===== config.mk =====
export PLATFORM = sky130hd
export DESIGN_NAME = lbist_ctrl
export DESIGN_NICKNAME = d
export VERILOG_FILES = /design/src/rtl/lbist_ctrl.sv
export SDC_FILE = /design/constraint.sdc
export NUM_CORES = 1
export LEC_CHECK = 0
export ABC_CLOCK_PERIOD_IN_PS = 2000
export CAP_MARGIN = 0
export CORE_ASPECT_RATIO = 1.1
export CORE_UTILIZATION = 40
export DETAILED_ROUTE_END_ITERATION = 8
export PLACE_DENSITY_LB_ADDON = 0.12
export SYNTH_ARGS = -nofsm -noshare
export SYNTH_HDL_FRONTEND = slang
export SYNTH_SLANG_ARGS = --single-unit

===== constraint.sdc =====
create_clock -name clk_i -period 2 [get_ports clk_i]
set_clock_uncertainty 0.1 [all_clocks]
set_input_delay 0.6 -clock clk_i [delete_from_list [all_inputs] [get_ports clk_i]]
set_output_delay 0.6 -clock clk_i [all_outputs]
set_load 0.05 [all_outputs]

===== src/rtl/lbist_ctrl.sv =====
// lbist_ctrl: logic BIST controller for the core-under-test.
// Holds the CUT in reset under test mode, streams Galois-LFSR patterns into it,
// folds the delayed responses into a MISR, and flags the final signature
// against GOLDEN_SIG.
module lbist_ctrl #(
   parameter logic [31:0] LFSR_SEED      = 32'h0000_0001,
   parameter logic [31:0] LFSR_POLY      = 32'h8020_0003,
   parameter int          N_PATTERNS     = 1024,
   parameter int          CUT_RST_CYCLES = 4,
   parameter int          RESP_LATENCY   = 1,
   parameter logic [31:0] GOLDEN_SIG     = 32'h0000_0000
) (
   input  logic        clk_i,
   input  logic        rst_i,
   input  logic        start_i,
   output logic        test_mode_o,
   output logic        cut_rst_no,
   output logic [31:0] pattern_o,
   output logic        pattern_valid_o,
   input  logic [31:0] resp_i,
   output logic        busy_o,
   output logic        done_o,
   output logic        pass_o,
   output logic [31:0] signature_o
);

   localparam logic [2:0] S_IDLE    = 3'd0;
   localparam logic [2:0] S_CUT_RST = 3'd1;
   localparam logic [2:0] S_RUN     = 3'd2;
   localparam logic [2:0] S_FLUSH   = 3'd3;
   localparam logic [2:0] S_DONE    = 3'd4;

   // Pattern counter is sized to hold N_PATTERNS so it saturates instead of wrapping.
   localparam int PCW    = $clog2(N_PATTERNS + 1);
   // Phase counter is shared by CUT_RST and FLUSH; FLUSH never exceeds 7 cycles.
   localparam int CW_MAX = (CUT_RST_CYCLES > 8) ? CUT_RST_CYCLES : 8;
   localparam int CW     = $clog2(CW_MAX + 1);

   localparam logic [PCW-1:0] PAT_LAST   = PCW'(N_PATTERNS - 1);
   localparam logic [CW-1:0]  RST_LAST   = CW'(CUT_RST_CYCLES - 1);
   localparam logic [CW-1:0]  FLUSH_LAST = CW'((RESP_LATENCY == 0) ? 0 : RESP_LATENCY - 1);

   // Reject configurations that would lock up the LFSR or the sequencer.
   generate
      if (LFSR_SEED == 32'h0) begin : g_bad_seed
         $fatal(1, "lbist_ctrl: LFSR_SEED must be non-zero");
      end
      if (N_PATTERNS < 1) begin : g_bad_npat
         $fatal(1, "lbist_ctrl: N_PATTERNS must be >= 1");
      end
      if (CUT_RST_CYCLES < 1) begin : g_bad_rst
         $fatal(1, "lbist_ctrl: CUT_RST_CYCLES must be >= 1");
      end
      if (RESP_LATENCY < 0 || RESP_LATENCY > 7) begin : g_bad_lat
         $fatal(1, "lbist_ctrl: RESP_LATENCY must be in 0..7");
      end
   endgenerate

   function automatic logic [31:0] galois_step(input logic [31:0] v);
      return (v >> 1) ^ (v[0] ? LFSR_POLY : 32'h0);
   endfunction

   logic [2:0]     state_q, state_d;
   logic [CW-1:0]  cnt_q, cnt_d;
   logic [PCW-1:0] pat_cnt_q, pat_cnt_d;
   logic [31:0]    lfsr_q, lfsr_d;
   logic [31:0]    misr_q, misr_d;
   logic           pattern_valid;
   logic           resp_valid;

   assign pattern_valid = (state_q == S_RUN);

   // Response-valid is the pattern strobe delayed by the CUT's response latency.
   generate
      if (RESP_LATENCY == 0) begin : g_no_pipe
         assign resp_valid = pattern_valid;
      end else begin : g_pipe
         logic [RESP_LATENCY-1:0] vld_pipe_q, vld_pipe_d;

         // Shift the pattern strobe one stage per cycle.
         always_comb begin
            vld_pipe_d    = vld_pipe_q;
            vld_pipe_d[0] = pattern_valid;
            for (int i = 1; i < RESP_LATENCY; i++) vld_pipe_d[i] = vld_pipe_q[i-1];
         end

         // Pipeline state; cleared on reset so an aborted session leaves no strays.
         always_ff @(posedge clk_i) begin
            if (rst_i) vld_pipe_q <= '0;
            else       vld_pipe_q <= vld_pipe_d;
         end

         assign resp_valid = vld_pipe_q[RESP_LATENCY-1];
      end
   endgenerate

   // Sequencer, TPG and MISR next-state.
   always_comb begin
      state_d   = state_q;
      cnt_d     = cnt_q;
      pat_cnt_d = pat_cnt_q;
      lfsr_d    = lfsr_q;
      misr_d    = misr_q;
      if (resp_valid) misr_d = galois_step(misr_q) ^ resp_i;
      case (state_q)
         S_IDLE, S_DONE: begin
            if (start_i) begin
               state_d   = S_CUT_RST;
               cnt_d     = '0;
               pat_cnt_d = '0;
               lfsr_d    = LFSR_SEED;
               misr_d    = '0;
            end
         end
         S_CUT_RST: begin
            if (cnt_q == RST_LAST) begin
               state_d = S_RUN;
               cnt_d   = '0;
            end else begin
               cnt_d = cnt_q + CW'(1);
            end
         end
         S_RUN: begin
            lfsr_d    = galois_step(lfsr_q);
            pat_cnt_d = pat_cnt_q + PCW'(1);
            if (pat_cnt_q == PAT_LAST) begin
               cnt_d   = '0;
               state_d = (RESP_LATENCY == 0) ? S_DONE : S_FLUSH;
            end
         end
         S_FLUSH: begin
            if (cnt_q == FLUSH_LAST) state_d = S_DONE;
            else                     cnt_d   = cnt_q + CW'(1);
         end
         default: state_d = S_IDLE;
      endcase
   end

   // State registers; reset aborts any session back to IDLE.
   always_ff @(posedge clk_i) begin
      if (rst_i) begin
         state_q   <= S_IDLE;
         cnt_q     <= '0;
         pat_cnt_q <= '0;
         lfsr_q    <= LFSR_SEED;
         misr_q    <= '0;
      end else begin
         state_q   <= state_d;
         cnt_q     <= cnt_d;
         pat_cnt_q <= pat_cnt_d;
         lfsr_q    <= lfsr_d;
         misr_q    <= misr_d;
      end
   end

   // Test mode stays on in DONE so the CUT is not released mid-readout.
   assign test_mode_o     = (state_q != S_IDLE);
   assign cut_rst_no      = (state_q != S_CUT_RST);
   assign pattern_o       = lfsr_q;
   assign pattern_valid_o = pattern_valid;
   assign busy_o          = (state_q == S_CUT_RST) || (state_q == S_RUN) || (state_q == S_FLUSH);
   assign done_o          = (state_q == S_DONE);
   assign pass_o          = (state_q == S_DONE) && (misr_q == GOLDEN_SIG);
   assign signature_o     = misr_q;

endmodule

After elaboration in Yosys (flattened, before gate mapping)
Cells that the tools add are included.

Bits in registers: 83. Bits in latches: 0. Memory bits (writable): 0. Bits in read-only memories: 0. Input bits: 35. Memories: 0.

Add/subtract/negate cells: 2. Multiply operators: 0. Div/mod/pow operators: 0. Order comparisons: 0. Equality and inequality tests: 12. Shift-type cells: 0. Multiplexer cells: 19. Bitwise gates (word level): 3. Reduce and logical (&&, ||, !) cells: 13.

Operators by type and width (number): 32-bit 2-to-1 mux (6); 32-bit case mux with 2 select lines (1); 31-bit by 32-bit bitwise XOR with 32-bit output (2); 32-bit zero test (1); 32-bit bitwise XOR (1); 11-bit case mux with 2 select lines (1); 4-bit 2-to-1 mux (4); 4-bit case mux with 4 select lines (1); 3-bit 2-to-1 mux (4); 3-bit case mux with 4 select lines (1); 11-bit by 1-bit adder with 11-bit output (second input constant) (1); 11-bit by 10-bit equality test with 1-bit output (second input constant) (1); 11-bit 2-to-1 mux (1); 2-bit != test (second input constant) (4); 4-bit AND reduction (2); 3-bit by 2-bit equality test with 1-bit output (second input constant) (2); 4-bit by 1-bit adder with 4-bit output (second input constant) (1); 4-bit by 2-bit equality test with 1-bit output (second input constant) (1); 4-bit zero test (1); 4-bit nonzero test (1); 3-bit by 1-bit equality test with 1-bit output (second input constant) (1); 3-bit equality test (second input constant) (1); 3-bit zero test (1); 3-bit by 1-bit != test with 1-bit output (second input constant) (1); other kinds (7) (8).

Logic depth before layout (Yosys ltp)
Depth after elaboration: 6. Depth in mapped cells: 7. Depth with buffers taken out: 6.

Least setup slack after synthesis
OpenSTA, ideal clock, no wires.

Path type: register to output. Start: register misr_q[0] (netlist: signature_o[0]). End: output pass_o. Arrival time: 2.310 ns. Required time: 1.300 ns. Slack: -1.010 ns. Cell stages (with the launch flop): 7. Buffers on the path: 1. Cell sequence: dfxtp_1 -> clkbuf_1 -> inv_1 -> ha_1 -> nor4b_1 -> nand4_1 -> nor3_1.

Word-level cells in the longest chain between the ends: 2.

Ends and longest elaborated chain: start: declaration (line 67) `logic [31:0] misr_q, misr_d;`; start signal: assignment (line 152) `misr_q <= misr_d;`; 32-bit zero test (line 163) `assign pass_o = (state_q == S_DONE) && (misr_q == GOLDEN_SIG);`; 1-bit logical AND (line 163); end: declaration (line 23) `output logic pass_o,`.

Every way passes these cells.

Worst setup path in the final report
Same ends and word-level chain as after synthesis.

==> flow_metrics.env <==
export IMPL_outcome="finished, violations left"
export IMPL_violations="setup timing"
export IMPL_cts_max_level=3
export IMPL_rsz0062_at_grt="true"
export IMPL_power_switching_uw=801
export IMPL_tns_ps=-617
export IMPL_drt_initial_drc_count=78
export IMPL_drv_slew=0
export IMPL_gp_congestion=0.828
export IMPL_synth_top_family_by_area="compound AO/OA/AOI/OAI gates"
export IMPL_regToRegSetupSlack_ps=150
export IMPL_end_kind="output pin"
export IMPL_power_density_mw_per_mm2=556
export IMPL_clock_sinks=83
export IMPL_setup_violations=4
export IMPL_mappedNetlistArea_mm2=0.00350
export IMPL_p_seq_frac=0.539
export IMPL_drive_gt1_frac=0.322
export IMPL_grt_usage=0.207
export IMPL_cp_data_required_time_ps=1300
export IMPL_synth_top_area_cell="dfxtp_1"
export IMPL_arrival_ps=1620
export IMPL_syn_nets=399
export IMPL_critical_path_max_fanout=2
export IMPL_drt_antenna_violating_nets=0
export IMPL_synth_compound_area_frac=0.206
export IMPL_synth_mux_area_frac=0.0161
export IMPL_overflow=0
export IMPL_maxCapViolations=0
export IMPL_worst_slack_ps=-317
export IMPL_num_rows=35
export IMPL_dieWidth_um=91.2
export IMPL_via_per_inst=5.22
export IMPL_hold_viol=0
export IMPL_clock_latency_ps=360
export IMPL_crit_path_start="signature_o[0]$_SDFF_PP0_"
export IMPL_worst_setup_path_type="register to output pin"
export IMPL_yosys_warnings=0
export IMPL_avgSynthCellArea_um2=9.72
export IMPL_swShare=0.260
export IMPL_diodes=0
export IMPL_power_frac_comb=0.092
export IMPL_grt_first_pass_wirelength_mm=14.8
export IMPL_finalPower_uw=3080
export IMPL_rr_worst_depth=8
export IMPL_cts_buffers=9
export IMPL_worstMarginPinSlew_ps=483
export IMPL_p_int_uw=2280
export IMPL_rr_startpoint="state_q[1]$_SDFFE_PP0P_"
export IMPL_synth_top_area_share=0.475
export IMPL_synth_simple_area_share=0.155
export IMPL_crit_end="pass_o"
export IMPL_ys_flop_type="dfxtp_1"
export IMPL_ys_seq_area_frac=0.475
export IMPL_die_y_um=100
export IMPL_ctsRootBufferMaster="clkbuf_8"
export IMPL_wl_mm=9.24
export IMPL_start_util=0.414
export IMPL_clk_pin_slew_worst_paths_ps=90
export IMPL_clockPowerShare=0.369
export IMPL_timing_fmax_mhz=432
export IMPL_hold_ws_ps=383
export IMPL_layout_cells_non_filler=621
export IMPL_drc=0
export IMPL_postCtsHoldBufs=0
export IMPL_clockBufferDepth=2
export IMPL_grt_max_degree=33
export IMPL_maxSlewHeadroom=0.678
export IMPL_synth_top_cells_by_area="dfxtp_1 (47%), xnor2_1 (8.8%), a22o_1 (7.8%)"
export IMPL_area_delta_synth_final_pct=58.2
export IMPL_antenna_found_initial=0
export IMPL_fp_coreArea_mm2=0.00845
export IMPL_peakVddDrop_v=0.000395
export IMPL_placed_cells=595
export IMPL_power_leakage_uw=0.00215
export IMPL_dr_pass1_iters=4
export IMPL_yosysMostFrequentCell="dfxtp_1"
export IMPL_synth_edf_count=0
export IMPL_start_kind="register"
export IMPL_synth_fa_ha_area_frac=0.0143
export IMPL_dieArea_mm2=0.00913
export IMPL_synthTopCellsByCount="dfxtp_1 (83), nor2_1 (44), xnor2_1 (35)"
export IMPL_synthXorXnorAreaFrac=0.0926
export IMPL_r2r_end="pattern_o[2]$_SDFFE_PP0P_"
export IMPL_syn_inst=360
export IMPL_dp_hpwl_mm=6.18
export IMPL_synthArstFlopShare=0
export IMPL_grt_pass1_vias=2938
export IMPL_yosys_register_bits=83
export IMPL_fin_crit_ps=2320
export IMPL_io_buffers=104
export IMPL_hp_class="register to register"
export IMPL_ios=105
export IMPL_vias=3243
export IMPL_wl_per_cell_um=14.9
export IMPL_final_nets=544
export IMPL_fin_crit_sh=1.16
export IMPL_cts_tree="yes"
export IMPL_synth_distinct_cells=48
-- how the worst min path moves through the flow --
stage / start / to / slack [ps] / cells past startpoint
2_1_floorplan: pat_cnt_q[10]$_SDFFE_PP0P_ / pat_cnt_q[10]$_SDFFE_PP0P_ / 330 / 1
3_3_place_gp: pat_cnt_q[10]$_SDFFE_PP0P_ / pat_cnt_q[10]$_SDFFE_PP0P_ / 350 / 1
3_5_place_dp: pat_cnt_q[10]$_SDFFE_PP0P_ / pat_cnt_q[10]$_SDFFE_PP0P_ / 360 / 1
4_1_cts: pat_cnt_q[10]$_SDFFE_PP0P_ / pat_cnt_q[10]$_SDFFE_PP0P_ / 370 / 1
5_1_grt: pat_cnt_q[10]$_SDFFE_PP0P_ / pat_cnt_q[10]$_SDFFE_PP0P_ / 400 / 1
6_report: pat_cnt_q[10]$_SDFFE_PP0P_ / pat_cnt_q[10]$_SDFFE_PP0P_ / 380 / 1
-- through the flow --
step | worst slack (ps) | utilization | instance area, um2
after CTS | -450 | 0.649 | 5490
after floorplan | -210 | - | 3540
after global placement | -619 | 0.612 | 5170
final | -317 | 0.655 | 5540
after global routing | -432 | 0.655 | 5540
after detailed placement | -674 | 0.612 | 5170
-- layer usage --
metal / part of all wire / GRT usage / vias to the layer above
met2: 0.48 / 0.340 / 90
met5: 0 / 0 / -
met4: 0.019 / 0.0842 / 0
met3: 0.044 / 0.0424 / 15
met1: 0.46 / 0.267 / 1522
li1: - / - / 1616
-- logic make-up after synthesis --
kind of cell	Yosys count
compound gates	95
xor+xnor	37
fa+ha+maj	4
buf+inv	32
flops	83
mux	5
simple gates	104
-- power by group through the flow --
stage	Sequential [uW]	Combinational (uW)	Clock (uW)
6_report	1660	282	1140
5_1_grt	1660	300	1250
4_1_cts	1660	274	1180
3_5_place_dp	1700	246	0
3_3_place_gp	1700	244	0
2_1_floorplan	1700	120	0
-- flip-flops by register name (all words and copies together) (netlist names) --
name	count
cnt_q	4
g_pipe.vld_pipe_q	1
pat_cnt_q	11
pattern_o	32
signature_o	32
state_q	3
-- critical path, cell delays in order (launching register included) --
cell     delay [ps]
dfxtp_4         360
inv_4            50
ha_4            110
nor4b_4         200
nand4_1         170
nor3_4          190
buf_12          160
-- timing repair --
action,CTS,global route
setup endpoints to repair,36,17
setup buffers,7,2
gates resized for setup,17,6
cloned,1,0
pin swaps,5,2
-- final cells by class --
class	instances	area (um2)
tap	111	139
fill	695	2920
inverter	8	37.5
clock inverter	7	57.6
timing repair buffer	157	1720
sequential	83	1670
multi-input combinational	246	1790
clock buffer	9	124
-- cell usage in the layout (no fill, tap or decap), types with 3 or more instances in the layout --
cell type and count:
xnor2_1 35, dfxtp_1 78, nand3_1 4, nand4_1 6, inv_6 3, clkdlybuf4s50_1 33, nor3_1 5, a22o_1 31
nand2_1 12, dfxtp_2 4, a211oi_1 33, nor4_1 4, a21oi_1 6, nor2_2 4, ha_1 3, clkbuf_8 9
mux2i_1 3, o21ai_1 8, buf_4 83, nor2_1 42, and4_1 3, o211ai_1 3, inv_1 5, a311oi_1 3
buf_6 4, buf_12 35, nor3_4 3
Power figures use the tool's default switching activity.
